## config.mk

```make
export PLATFORM = sky130hd
export DESIGN_NAME = player_shot_ctrl
export DESIGN_NICKNAME = d
export VERILOG_FILES = /design/src/rtl/player_shot_ctrl.sv
export SDC_FILE = /design/constraint.sdc
export NUM_CORES = 1
export LEC_CHECK = 0
export ABC_AREA = 1
export CELL_PAD_IN_SITES_DETAIL_PLACEMENT = 2
export CELL_PAD_IN_SITES_GLOBAL_PLACEMENT = 2
export CORE_MARGIN = 4
export CORE_UTILIZATION = 31
export DETAILED_ROUTE_END_ITERATION = 10
export GPL_TIMING_DRIVEN = 0
export HOLD_SLACK_MARGIN = 0.15
export MAX_ROUTING_LAYER = met4
export PLACE_DENSITY = 0.87
export SYNTH_ARGS = -nofsm -noshare
export SYNTH_HDL_FRONTEND = slang
export SYNTH_SLANG_ARGS = --single-unit
```

## constraint.sdc

```tcl
create_clock -name clk_i -period 2.6 [get_ports clk_i]
set_input_delay 0.65 -clock clk_i [delete_from_list [all_inputs] [get_ports clk_i]]
set_output_delay 0.65 -clock clk_i [all_outputs]
set_load 0.005 [all_outputs]
```

## src/rtl/player_shot_ctrl.sv

```systemverilog
// Player sprite and single-shot controller: steps player x and the shot once per frame strobe
// and sequences the shot through idle, flying and cooldown.
module player_shot_ctrl #(
    parameter int unsigned SCREEN_W        = 640,
    parameter int unsigned PLAYER_W        = 16,
    parameter int unsigned PLAYER_Y        = 400,
    parameter int unsigned PLAYER_X_INIT   = 312,
    parameter int unsigned PLAYER_SPEED    = 2,
    parameter int unsigned SHOT_SPEED      = 4,
    parameter int unsigned SHOT_TOP        = 16,
    parameter int unsigned COOLDOWN_FRAMES = 8
) (
    input  logic       clk_i,
    input  logic       reset_n_i,
    input  logic       frame_i,
    input  logic       left_i,
    input  logic       right_i,
    input  logic       shoot_i,
    input  logic       hit_i,
    output logic [9:0] player_x_o,
    output logic       shot_active_o,
    output logic [9:0] shot_x_o,
    output logic [9:0] shot_y_o,
    output logic [1:0] state_o
);

    localparam int unsigned CntW = $clog2(COOLDOWN_FRAMES + 1);

    localparam logic [9:0]      XMax     = 10'(SCREEN_W - PLAYER_W);
    localparam logic [9:0]      XInit    = 10'(PLAYER_X_INIT);
    localparam logic [9:0]      Speed    = 10'(PLAYER_SPEED);
    localparam logic [9:0]      ShotOfs  = 10'(PLAYER_W / 2 - 1);
    localparam logic [9:0]      SpawnY   = 10'(PLAYER_Y);
    localparam logic [9:0]      ShotStep = 10'(SHOT_SPEED);
    localparam logic [9:0]      ShotMin  = 10'(SHOT_TOP + SHOT_SPEED);
    localparam logic [CntW-1:0] CntInit  = CntW'(COOLDOWN_FRAMES);
    localparam logic [CntW-1:0] CntOne   = CntW'(1);

    typedef enum logic [1:0] {
        StIdle     = 2'd0,
        StFlying   = 2'd1,
        StCooldown = 2'd2
    } state_e;

    state_e          state_q, state_d;
    logic [9:0]      player_x_q, player_x_d;
    logic [9:0]      shot_x_q, shot_x_d;
    logic [9:0]      shot_y_q, shot_y_d;
    logic [CntW-1:0] cnt_q, cnt_d;
    logic            fire_pending_q, fire_pending_d;
    logic            shoot_prev_q;
    logic            fire;

    // An edge arriving in the frame cycle itself still counts for that frame.
    assign fire           = fire_pending_q | (shoot_i & ~shoot_prev_q);
    assign fire_pending_d = frame_i ? 1'b0 : fire;

    always_comb begin
        player_x_d = player_x_q;
        if (frame_i) begin
            if (right_i && !left_i) begin
                player_x_d = (player_x_q > XMax - Speed) ? XMax : player_x_q + Speed;
            end else if (left_i && !right_i) begin
                player_x_d = (player_x_q < Speed) ? 10'd0 : player_x_q - Speed;
            end
        end
    end

    always_comb begin
        state_d  = state_q;
        shot_x_d = shot_x_q;
        shot_y_d = shot_y_q;
        cnt_d    = cnt_q;
        if (state_q == StFlying && hit_i) begin
            state_d = StCooldown;
            cnt_d   = CntInit;
        end else if (frame_i) begin
            unique case (state_q)
                StIdle: begin
                    if (fire) begin
                        state_d  = StFlying;
                        shot_x_d = player_x_q + ShotOfs;
                        shot_y_d = SpawnY;
                    end
                end
                StFlying: begin
                    if (shot_y_q < ShotMin) begin
                        state_d = StCooldown;
                        cnt_d   = CntInit;
                    end else begin
                        shot_y_d = shot_y_q - ShotStep;
                    end
                end
                StCooldown: begin
                    if (cnt_q == CntOne) begin
                        state_d = StIdle;
                        cnt_d   = '0;
                    end else begin
                        cnt_d = cnt_q - CntOne;
                    end
                end
                default: begin
                    state_d = StIdle;
                    cnt_d   = '0;
                end
            endcase
        end
    end

    always_ff @(posedge clk_i) begin
        if (!reset_n_i) begin
            state_q        <= StIdle;
            player_x_q     <= XInit;
            shot_x_q       <= '0;
            shot_y_q       <= '0;
            cnt_q          <= '0;
            fire_pending_q <= 1'b0;
            shoot_prev_q   <= 1'b0;
        end else begin
            state_q        <= state_d;
            player_x_q     <= player_x_d;
            shot_x_q       <= shot_x_d;
            shot_y_q       <= shot_y_d;
            cnt_q          <= cnt_d;
            fire_pending_q <= fire_pending_d;
            shoot_prev_q   <= shoot_i;
        end
    end

    assign player_x_o    = player_x_q;
    assign shot_active_o = (state_q == StFlying);
    assign shot_x_o      = shot_x_q;
    assign shot_y_o      = shot_y_q;
    assign state_o       = state_q;

endmodule

```

After elaboration in Yosys (flattened, before gate mapping)
Cells that the tools add are included.
{ "classes": {"eq_ne": 11, "reduce_logical": 18, "bitwise": 6, "n_addsub": 5, "n_lt_le_gt_ge": 3, "n_mux": 18} }
{ "op_table": {"columns": ["operator", "n"], "rows": [
  ["two-way mux 10 bit", 6],
  ["one-hot mux 10 bit (2 select lines)", 1],
  ["two-way mux 4 bit", 4],
  ["one-hot mux 4 bit (3 select lines)", 1],
  ["AND reduction 4 bit", 3],
  ["adder 10 x 2 -> 10 bit, second input constant", 1],
  ["adder 10 x 3 -> 10 bit, second input constant", 1],
  ["greater-than comparator 10 bit, second input constant", 1],
  ["less-than comparator 10 x 2 -> 1 bit, second input constant", 1],
  ["less-than comparator 10 x 5 -> 1 bit, second input constant", 1],
  ["two-way mux 2 bit", 5],
  ["subtractor 10 x 2 -> 10 bit, second input constant", 1],
  ["subtractor 10 x 3 -> 10 bit, second input constant", 1],
  ["!= test 2 bit, second input constant", 4],
  ["!= test 3 bit, second input constant", 2],
  ["one-hot mux 2 bit (3 select lines)", 1],
  ["AND reduction 3 bit", 2],
  ["nonzero test 2 bit", 3],
  ["AND reduction 5 bit", 1],
  ["equality test 4 x 1 -> 1 bit, second input constant", 1],
  ["inverter 1 bit", 4],
  ["OR reduction 2 bit", 2],
  ["subtractor 4 x 1 -> 4 bit, second input constant", 1],
  ["logical AND 1 bit", 3],
  ["other kinds (9)", 10]
]} }
{ "word_totals": {"register_bits": 38, "output_inout_bits": 33} }

Logic depth before layout (Yosys ltp)
{ "logic_depth": {"depth_word": 7, "ltp_mapped": 11, "depth_no_buf": 11} }

Worst setup path after synthesis
No wires, ideal clock.
{ "synth_path": {"path_kind": "input to register", "from": "in left_i", "to": "reg player_x_q[5], in the netlist player_x_o[5]", "setup_slack_ns": 1.004, "n_path_buf": 0, "t_arrival_ns": 1.473, "path_stages": 8, "required_ns": 2.477, "cell_sequence": "inv_1 > ha_1 > nor2_1 > inv_1 > a21oi_1 > nand2_1 > nand2_1 > nand3_1"} }
{ "synth_between": {"elab_chain_len": 4} }
{ "synth_rtl": {"columns": ["element", "line", "source"], "rows": [
  ["start: declaration", "16", "input logic left_i,"],
  ["zero test 1 bit", "61", "if (right_i && !left_i) begin"],
  ["logical AND 1 bit", "61", null],
  ["nonzero test 2 bit (no line)", null, null],
  ["AND reduction 2 bit (no line)", null, null],
  ["end signal: assignment", "113", "player_x_q <= XInit;"],
  ["end signal: assignment", "121", "player_x_q <= player_x_d;"],
  ["end: declaration", "46", "logic [9:0] player_x_q, player_x_d;"]
]} }
Parallel ways exist; a longest one is shown, timed or not.
A chain may end at the register's enable or synchronous reset.

Final worst setup path
{ "layout_path": {"from": "reg state_q[1], in the netlist state_o[1]", "to": "out shot_active_o"} }
{ "layout_between": {"elab_chain_len": 1} }
{ "layout_rtl": {"columns": ["element", "line", "source"], "rows": [
  ["start: declaration", "45", "state_e state_q, state_d;"],
  ["start signal: assignment", "112", "state_q <= StIdle;"],
  ["start signal: assignment", "120", "state_q <= state_d;"],
  ["equality test 2 x 1 -> 1 bit", "131", "assign shot_active_o = (state_q == StFlying);"],
  ["end: declaration", "21", "output logic shot_active_o,"]
]} }
No other way between the ends.

==> metrics.md <==
| Metric | Value |
|---|---|
| Crit Path Category | reg -> out |
| Yosys reg bits | 35 |
| Worst slew pin tran | 562 ps |
| Tcrit/Tclk final | 88.2% |
| Hold Violations, Final | 0 |
| Clock Tree Buf Depth | 2 |
| Clock skew | 5.70 ps |
| Sequential element share of the synthesized area | 29.6% |
| ANT cells | 0 |
| Status | complete, no violations |
| Async SR Flop Fraction | 0% |
| First-pass GRT wire length | 13,000 um |
| Placed cells | 502 |
| Syn_area_per_cell | 6.49 sq um |
| Nets | 427 |
| Post-synth top cells | 83 x nand2_1, 50 x inv_1, 44 x nor2_1 |
| Hold crit path type | reg -> reg |
| Area growth from synthesis to layout | 24.4% |
| Fmax | 436 MHz |
| 1st-iter DRT viols | 62 |
| CP max-delay cell | clkdlybuf4s50_1 |
| DRC | 0 |
| Setup TNS | 0 ps |
| Worst setup SP type | flip-flop |
| Yosys top cell by area | dfxtp_1 |
| Avg WL per Cell | 15.4 um |
| # setup viols final | 0 |
| Placer Congestion | 0.851 |
| Post-CTS Resized | 0 |
| Die height | 95.4 um |
| Hold_buf cts | 0 |
| Drt total wl | 7850 um |
| CORE AREA | 0.00733 sq mm |
| CP top delay family | buffers and inverters |
| Relative slew slack | 62.5% |
| Crit-path max cell delay | 570 ps |
| Worst-skew pair later-pin latency | 290 ps |
| CTS Buf Count | 5 |
| Row count | 31 |
| H-tree levels | 2 |
| Port Buffers | 36 |
| Via density | 4.85 |
| Lkg Pwr | 0.00136 uW |
| Top post-synthesis cells by area | dfxtp_1 30%, nand2_1 13%, inv_1 7.9% |
| Synth warn | 0 |
| GRT Residual Overflow | 0 |
| Worst setup EP type | output pin |
| Unrepaired setup endpoints after global routing | false |
| CP Max Fanout | 8 |
| Crit path DAT | 1640 ps |
| Share of layout cells above drive strength 1 | 10.7% |
| DP HPWL | 6010 um |
| Worst Path Required | 1950 ps |
| Root buf cell | clkbuf_8 |
| CTS tree | done |
| Post-DRT Antenna Nets | 0 |
| Die Span X | 95.4 um |
| Vias | 2,473 |
| Most common cell in the netlist | nand2_1 |
| Post-synth top area share | 29.6% |
| Post-synth EDFFs | 0 |
| Critical path buffers and inverters | 2 |
| Initial DRT Pass Iterations | 4 |
| Cells along the critical path | inv_1, ha_1, clkdlybuf4s50_1 |
| Initial antenna violation count | 0 |
| Worst Hold Slack | 476 ps |
| Min Tclk post-route | 2290 ps |
| Register-to-register path setup slack | 810 ps |
| Yosys cell types | 32 |
| Post-Syn Area | 0.00237 sq mm |
| Reg clk slew, reported paths | 80 ps |
| Pwr/cell area | 554 mW/mm^2 |
| CTS Sinks | 35 |
| Maxcap violations | 0 |
| Peak VDD IR | 0.232 mV |
| Effective utilization at floorplan | 32.3% |
| All-layer global routing usage | 18.7% |
| Primary FF master, synth | dfxtp_1 |
| Syn Inst Count | 365 |
| Vias in the first global route | 2,748 |
| Final Max Tran Viols | 0 |
| Setup Fix Bufs, Post-CTS | 0 |
| Die Area | 0.00910 sq mm |
| Largest net degree at the start of global routing | 12 |
| Non-Filler Instances | 510 |
| Num ports | 40 |
per-layer routing:
layer	vias up	global-route usage (%)	part of all wire, %
li1	1232	-	-
met1	1203	21.1	45
met2	30	34.8	52
met3	8	2.60	2.2
met4	0	4.15	1.1
met5	-	-	0
area by class of cell:
class / instances / area, sq um
Buffer: 11 / 67.6
Clock buffer: 6 / 72.6
Clock inverter: 2 / 12.5
Fill cell: 892 / 4390
Inverter: 56 / 214
Multi-Input combinational cell: 265 / 1390
Sequential cell: 35 / 701
Tap cell: 99 / 124
Timing Repair Buffer: 36 / 360
sequential cells by signal, summed over array words and instances (netlist names):
| register | count |
|---|---|
| fire_pending_q | 1 |
| state_o | 2 |
| shot_x_o | 10 |
| shoot_prev_q | 1 |
| shot_y_o | 8 |
| cnt_q | 4 |
| player_x_o | 9 |
worst paths after layout:
kind | startpoint | endpoint | cells past startpoint
max | state_o[1]$_SDFFE_PN0P_ | shot_active_o | 3
min | shot_y_o[2]$_SDFFE_PN0P_ | shot_y_o[2]$_SDFFE_PN0P_ | 1
max reg2reg | state_o[1]$_SDFFE_PN0P_ | shot_y_o[3]$_SDFFE_PN0P_ | 8
min reg2reg | shot_y_o[2]$_SDFFE_PN0P_ | shot_y_o[2]$_SDFFE_PN0P_ | 1
stage by stage:
stage / total power [uW] / instance area, sq um / utilization (%) / worst slack (ps)
CTS: 1660 / 2940 / 40.2 / 268
global route: 1750 / 2940 / 40.2 / 187
detailed placement: 1240 / 2860 / 39.0 / 310
global placement: 1210 / 2860 / 39.0 / 352
finish: 1630 / 2940 / 40.2 / 307
floorplan: 1010 / 2370 / - / 1000
cells in the final DEF, fill, tap and decap left out, types with 3 or more instances in the layout:
cell             instances
inv_1                   50
nand4_1                  7
clkdlybuf4s50_1         36
inv_2                    3
xor2_1                  13
nor2_2                   3
a21oi_2                  4
nor3_1                   4
a21oi_1                 25
o21ai_1                  3
nand3_1                 27
o21ai_0                 20
nor2_1                  44
o21ai_2                  3
clkbuf_8                 5
dfxtp_1                 35
nand2_2                  7
conb_1                   3
ha_1                    10
buf_4                    3
nand2_1                 83
buf_2                    6
power by group:
part           internal (uW)  leakage (uW)  switching, uW
registers                586      0.000287           48.9
logic                    238       0.00104            348
clock network            188     0.0000412            220
kinds of logic after synthesis:
logic type	Yosys count	share of synthesized area [%]
adder cells (fa/ha/maj)	10	5.29
buffers and inverters	67	11.9
XOR/XNOR	15	5.55
AND/OR/NAND/NOR	180	34.2
other	1	0.158
flip-flops	35	29.6
AO/OA/AOI/OAI	57	13.3
(Power assumes the default switching activity.)
